## config.mk

```make
export PLATFORM = sky130hd
export DESIGN_NAME = timing_engine_fanout
export DESIGN_NICKNAME = d
export VERILOG_FILES = /design/src/rtl/timing_engine_fanout.sv
export SDC_FILE = /design/constraint.sdc
export NUM_CORES = 1
export LEC_CHECK = 0
export ABC_AREA = 1
export ABC_CLOCK_PERIOD_IN_PS = 3900
export CAP_MARGIN = 15
export CORE_MARGIN = 1.5
export CORE_UTILIZATION = 41
export DETAILED_ROUTE_END_ITERATION = 10
export SETUP_SLACK_MARGIN = 0.5
export SLEW_MARGIN = 20
export SYNTH_ARGS = -nofsm -noshare
export SYNTH_HDL_FRONTEND = slang
export SYNTH_SLANG_ARGS = --single-unit
```

## constraint.sdc

```tcl
create_clock -name clk -period 3.9 [get_ports clk]
set_clock_uncertainty 0.1 [all_clocks]
set_input_delay 0.975 -clock clk [delete_from_list [all_inputs] [get_ports clk]]
set_output_delay 0.975 -clock clk [all_outputs]
set_load 0.005 [all_outputs]
```

## src/rtl/timing_engine_fanout.sv

```systemverilog
// rtl/timing_engine_fanout.sv - request FIFO feeding an N-channel sequential execute/dataTx fan-out
//
// Purpose: queues start/data requests in a DEPTH-entry FIFO and, for each request,
// fires the enabled channels one at a time in ascending order with a programmable gap,
// then pulses dataReady once the request has been fully dispatched.
//
// Ports:
//   clk       in   sole clock, rising edge
//   reset     in   synchronous active-high reset
//   start     in   request strobe, accepted when start && ready
//   data      in   request payload, sampled with start
//   chMask    in   channel enable mask, sampled when a request is loaded
//   gap       in   idle cycles between channel fires, sampled at each fire
//   ready     out  FIFO can accept a request (low during reset)
//   dataReady out  one-cycle pulse when the current request is fully dispatched
//   execute   out  one-hot, one-cycle fire pulse per channel
//   dataTx    out  per-channel payload lanes, held until the lane fires again
//   busy      out  engine active or requests queued
//   overrun   out  sticky flag: a start was dropped because the FIFO was full

module timing_engine_fanout #(
    parameter int NUM_CH = 2,
    parameter int DATA_W = 1,
    parameter int DEPTH  = 2,
    parameter int GAP_W  = 4
) (
    input  logic                     clk,
    input  logic                     reset,
    input  logic                     start,
    input  logic [DATA_W-1:0]        data,
    input  logic [NUM_CH-1:0]        chMask,
    input  logic [GAP_W-1:0]         gap,
    output logic                     ready,
    output logic                     dataReady,
    output logic [NUM_CH-1:0]        execute,
    output logic [NUM_CH*DATA_W-1:0] dataTx,
    output logic                     busy,
    output logic                     overrun
);

    localparam int AW = (DEPTH > 1) ? $clog2(DEPTH) : 1;
    localparam logic [AW:0] FULL_CNT = DEPTH[AW:0];

    typedef enum logic [2:0] {
        S_IDLE,
        S_LOAD,
        S_FIRE,
        S_GAP,
        S_DONE
    } state_t;

    state_t state;
    state_t state_n;

    logic [DATA_W-1:0] mem [DEPTH];
    logic [AW-1:0]     wr_ptr;
    logic [AW-1:0]     rd_ptr;
    logic [AW:0]       count;

    logic [NUM_CH-1:0] pend;
    logic [NUM_CH-1:0] pend_n;
    logic [NUM_CH-1:0] fire_bit;
    logic [NUM_CH-1:0] fire_bit_n;
    logic [GAP_W-1:0]  cnt;
    logic [GAP_W-1:0]  cnt_n;
    logic [DATA_W-1:0] cur_data;
    logic [DATA_W-1:0] cur_data_n;

    logic push;
    logic pop;

    // ready is derived from the registered count only, so a pop in the same
    // cycle never frees a slot for that cycle's start.
    assign ready = !reset && (count != FULL_CNT);
    assign push  = start && ready;
    assign pop   = (state == S_LOAD);
    assign busy  = (state != S_IDLE) || (count != '0);

    // Lowest set bit of the pending mask is the channel fired in FIRE.
    assign fire_bit = pend & (~pend + NUM_CH'(1));

    // Next-state logic is computed ahead of the edge so that execute, dataTx and
    // dataReady can be registered yet still coincide with the FIRE/DONE state.
    always_comb begin
        state_n    = state;
        pend_n     = pend;
        cnt_n      = cnt;
        cur_data_n = cur_data;
        case (state)
            S_IDLE: begin
                if (count != '0) state_n = S_LOAD;
            end
            S_LOAD: begin
                cur_data_n = mem[rd_ptr];
                pend_n     = chMask;
                state_n    = (chMask == '0) ? S_DONE : S_FIRE;
            end
            S_FIRE: begin
                pend_n = pend & ~fire_bit;
                if (pend_n == '0) begin
                    state_n = S_DONE;
                end else if (gap == '0) begin
                    state_n = S_FIRE;
                end else begin
                    cnt_n   = gap;
                    state_n = S_GAP;
                end
            end
            S_GAP: begin
                // Leaving on cnt==1 gives exactly 'gap' idle cycles between fires.
                if (cnt == GAP_W'(1)) state_n = S_FIRE;
                else                  cnt_n   = cnt - GAP_W'(1);
            end
            S_DONE: begin
                state_n = (count != '0) ? S_LOAD : S_IDLE;
            end
            default: state_n = S_IDLE;
        endcase
    end

    assign fire_bit_n = pend_n & (~pend_n + NUM_CH'(1));

    always_ff @(posedge clk) begin
        if (reset) begin
            state     <= S_IDLE;
            pend      <= '0;
            cnt       <= '0;
            cur_data  <= '0;
            wr_ptr    <= '0;
            rd_ptr    <= '0;
            count     <= '0;
            execute   <= '0;
            dataTx    <= '0;
            dataReady <= 1'b0;
            overrun   <= 1'b0;
        end else begin
            state     <= state_n;
            pend      <= pend_n;
            cnt       <= cnt_n;
            cur_data  <= cur_data_n;
            execute   <= (state_n == S_FIRE) ? fire_bit_n : '0;
            dataReady <= (state_n == S_DONE);

            if (state_n == S_FIRE) begin
                for (int i = 0; i < NUM_CH; i++) begin
                    if (fire_bit_n[i]) dataTx[i*DATA_W +: DATA_W] <= cur_data_n;
                end
            end

            if (push) begin
                mem[wr_ptr] <= data;
                wr_ptr      <= wr_ptr + AW'(1);
            end
            if (pop) rd_ptr <= rd_ptr + AW'(1);

            case ({push, pop})
                2'b10:   count <= count + (AW+1)'(1);
                2'b01:   count <= count - (AW+1)'(1);
                default: count <= count;
            endcase

            if (start && !ready) overrun <= 1'b1;
        end
    end

endmodule

```

After elaboration in Yosys (flattened, before gate mapping)

Memory sizes are Yosys's and may differ from the RTL's. A register that Yosys moved wholly into a read port is not among the register bits.
Cells that the tools add are included.

$add $sub $neg: 7
Eq/ne operators: 13
Multiplexer cells: 19
Bitwise operators: 7
Reductions and logical operators: 18

Operators with widths:

| kind                  | count |
|---|---|
| $pmux W3 S5           | 1 |
| $mux W3               | 4 |
| $mux W4               | 3 |
| $eq A3 B2 Y1 const B  | 3 |
| $mux W1               | 8 |
| $ne A2 B2 Y1 const B  | 4 |
| $pmux W2 S2           | 2 |
| $pmux W4 S2           | 1 |
| $add A2 B1 Y2 const B | 3 |
| $and A2 B2 Y2         | 3 |
| $eq A3 B3 Y1 const B  | 2 |
| $not A2 Y2            | 3 |
| $reduce_bool A2 Y1    | 3 |
| $eq A4 B1 Y1 const B  | 1 |
| $logic_not A2 Y1      | 2 |
| $logic_not A4 Y1      | 1 |
| $reduce_and A2 Y1     | 2 |
| $reduce_and A4 Y1     | 1 |
| $sub A4 B1 Y4 const B | 1 |
| $eq A3 B1 Y1 const B  | 1 |
| $logic_and A1 B1 Y1   | 3 |
| $logic_not A3 Y1      | 1 |
| $reduce_bool A3 Y1    | 1 |
| $add A1 B1 Y1 const B | 2 |
| 7 further kinds       | 8 |

Register bits after elaboration: 20
Bits in writable memories: 2
Input port bits: 10
Output and inout bits: 8
Logic and storage cells: 77
Memories: 1

Memory list:

| memory | depth | width | read ports | clocked after memory_dff | wr ports | line | RTL |
|---|---|---|---|---|---|---|---|
| mem    | 2     | 1     | 1          | 1                        | 1        | 55   | `logic [DATA_W-1:0] mem [DEPTH];` |

Logic depth before layout (Yosys ltp)

Word-level depth: 11
Depth in mapped cells: 11
Depth with buffers taken out: 11

Worst setup path after synthesis

OpenSTA, ideal clock, no wires.

Path type: input port to output port
Start point: input reset
End point: output ready
Arrival: 1.171 ns
Required time: 2.825 ns
Path slack: 1.654 ns
Cell stages on the path: 1
Buffers on the path: 0
Path through: a21oi_1

Word-level cells in the longest chain between the ends: 2

RTL lines:

| element             | line | RTL |
|---|---|---|
| start, declared     | 28   | `input logic reset,` |
| $logic_not A1 Y1    | 74   | `assign ready = !reset && (count != FULL_CNT);` |
| $logic_and A1 B1 Y1 | 74   |  |
| end, declared       | 33   | `output logic ready,` |

Every way passes these cells.

Final worst setup path

Same ends and word-level chain as after synthesis.

==> run summary <==
Iter 0 DRT Violations: 11
Power share of the clock group: 0.212
PwrDens: 393 nW/um^2
Fin crit share: 0.826
DR WL met3: 74 um
Avg Cell Area, Syn: 7.45 um^2
Commonest non-fill, non-tap cell in the layout: nor2_1
Hold Path Depth: 2
CTS tree: built
Syn Nets: 158
Clk_lat worst skew: 0.31 ns
Switching part of the total: 0.311
Cts hold-fix bufs: 0
Fin util: 0.532
Most frequent cells in the layout: nor2_1 (22), inv_1 (21), nand2_1 (21), dfxtp_1 (21), clkdlybuf4s50_1 (17)
Setup Crit Path Kind: in -> out
CTS Root Cell: clkbuf_4
DRC viols: 0
Fraction of registers with async set/reset: 0
RSZ-0062 raised after global routing: false
Starting Density: 0.436
Main flop type after synthesis: dfxtp_1
Synth Instances: 145
Worst Tran Pin Value: 0.313 ns
Num CTS Buffers: 3
CTS Sinks: 23
Post-DP HPWL: 1580 um
Synth Area in Compound Gates: 0.130
Met1 WL: 1040 um
Met2 WL: 875 um
Initial antenna violation count: 0
DR top layer: met4
Static Leak: 0.582 nW
Yosys reg bits: 23
Data arrival, critical path: 2.14 ns
Combinational family with the most area after synthesis: simple AND/OR/NAND/NOR gates
Global-route usage over all layers: 0.163
Required time worst endpoint: 2.82 ns
Setup Fix Bufs, Post-CTS: 0
Part of the power in combinational logic: 0.253
Core ar.: 2480 um^2
Post-synthesis sequential area ratio: 0.445
PostCTS Resize Cnt: 0
Max VDD drop: 0.000334 V
Placer Congestion: 0.744
Mapped cell area: 1080 um^2
Final hold violations: 0
NetSw: 161 uW
Total wire length: 2000 um
Yosys cell types: 23
Status: finished clean
Post-route ant nets: 0
EDFF count, synth: 2
Post-synthesis mux area share: 0
TNS Setup: 0 ns
Die area: 2950 um^2
CTS H-Tree Depth: 1
ANT cells: 0
Die W: 54.3 um
Max-slew headroom: 0.791
Yosys warns: 0
Total power draw: 518 uW
Initial DRT Pass Iterations: 4
IO Pins: 18
FMAX: 311 MHz
Final setup violation count: 0
Via Count: 950
Layout area overhead: 22.0%
Post-Synth Simple-Gate Area: 0.278
CTS max path bufs: 2
Max-cap violations: 0
Synth Area in XOR/XNOR: 0.0243
Avg WL per Cell: 10.2 um
Worst min path class: reg -> reg
GRT Residual Overflow: 0
# port buffers: 17
Site Rows: 18
Reg2Reg Depth: 9
Vias per std cell: 4.85
Fin crit period: 3.22 ns
First-pass GRT wire length: 3530 um
Clock transition at path regs: 0.13 ns
Max-slew violations: 0
Crit end category: output port
Number of global-route vias before repair: 846
Worst-path fanout max: 3
Flop pwr share: 0.535
Layout cell share with drive strength beyond 1: 0.120
Die H: 54.3 um
Internal Power: 357 uW
Post-Synth Adder-Cell Area: 0.0348
Largest net degree at the start of global routing: 14
Worst Setup Start Kind: input port
Final net count: 180
[metrics by stage]
stage | setup WS [ns] | cells | hold WS, ns | area [um^2]
2_1_floorplan | 1.65 | 145 | 0.352 | 1080
3_5_place_dp | 0.685 | 192 | 0.373 | 1290
3_3_place_gp | 0.694 | 192 | 0.362 | 1290
5_1_grt | 0.625 | 196 | 0.429 | 1320
6_report | 0.680 | 196 | 0.393 | 1320
4_1_cts | 0.670 | 196 | 0.401 | 1320
[routing by layer]
| layer | vias up | track usage |
|---|---|---|
| li1 | 500 | - |
| met1 | 433 | 0.214 |
| met2 | 15 | 0.267 |
| met3 | 2 | 0.0519 |
| met4 | 0 | 0.0250 |
| met5 | - | 0 |
[worst paths after layout]
kind / to / slack [ns] / start
hold / removal: overrun / 0.39 / overrun
setup reg to reg: count[1] / 2.10 / count[0]
hold reg to reg: overrun / 0.39 / overrun
setup / recovery: ready / 0.68 / reset
[worst max-delay path: stages]
cell             delay, ns
clkdlybuf4s50_1       0.42
a21oi_1               0.20
clkdlybuf4s50_1       0.54
[sequential cells by signal, summed over array words and instances, names as in the netlist, named ones only]
name       count
cnt            4
count          2
cur_data       1
dataReady      1
dataTx         2
execute        2
mem            2
overrun        1
pend           2
rd_ptr         1
state          3
wr_ptr         1
[power by group through the flow]
stage	clock network, mW	registers [mW]	logic [mW]
after floorplan	0	0.279	0.0869
after global placement	0	0.282	0.130
after detailed placement	0	0.282	0.132
after CTS	0.116	0.277	0.133
after global routing	0.124	0.281	0.150
final	0.110	0.277	0.131
[cell usage after synthesis (3+ instances only)]
master    n  area (um^2)
ha_1      3         37.5
nand2_1  21         78.8
nor2_1   22         82.6
o21ai_0   9         45.0
inv_2     3         11.3
dfxtp_1  21          420
nand2_2   6         37.5
nand3_1  10         50.1
a21oi_1  12         60.1
inv_1    21         78.8
[kinds of logic after synthesis]
logic type	Yosys count
buffers and inverters	25
XOR/XNOR	3
AND/OR/NAND/NOR	65
AO/OA/AOI/OAI	26
flip-flops	23
adder cells (fa/ha/maj)	3
[layout make-up]
class / instances / area, um^2
fill: 245 / 1160
tap: 30 / 37.5
multi-input combinational: 97 / 504
timing repair buffer: 18 / 178
clock buffer: 3 / 22.5
clock inverter: 1 / 5.00
inverter: 24 / 90.1
sequential: 23 / 480
Note: power is estimated with default switching activity, not from simulation.
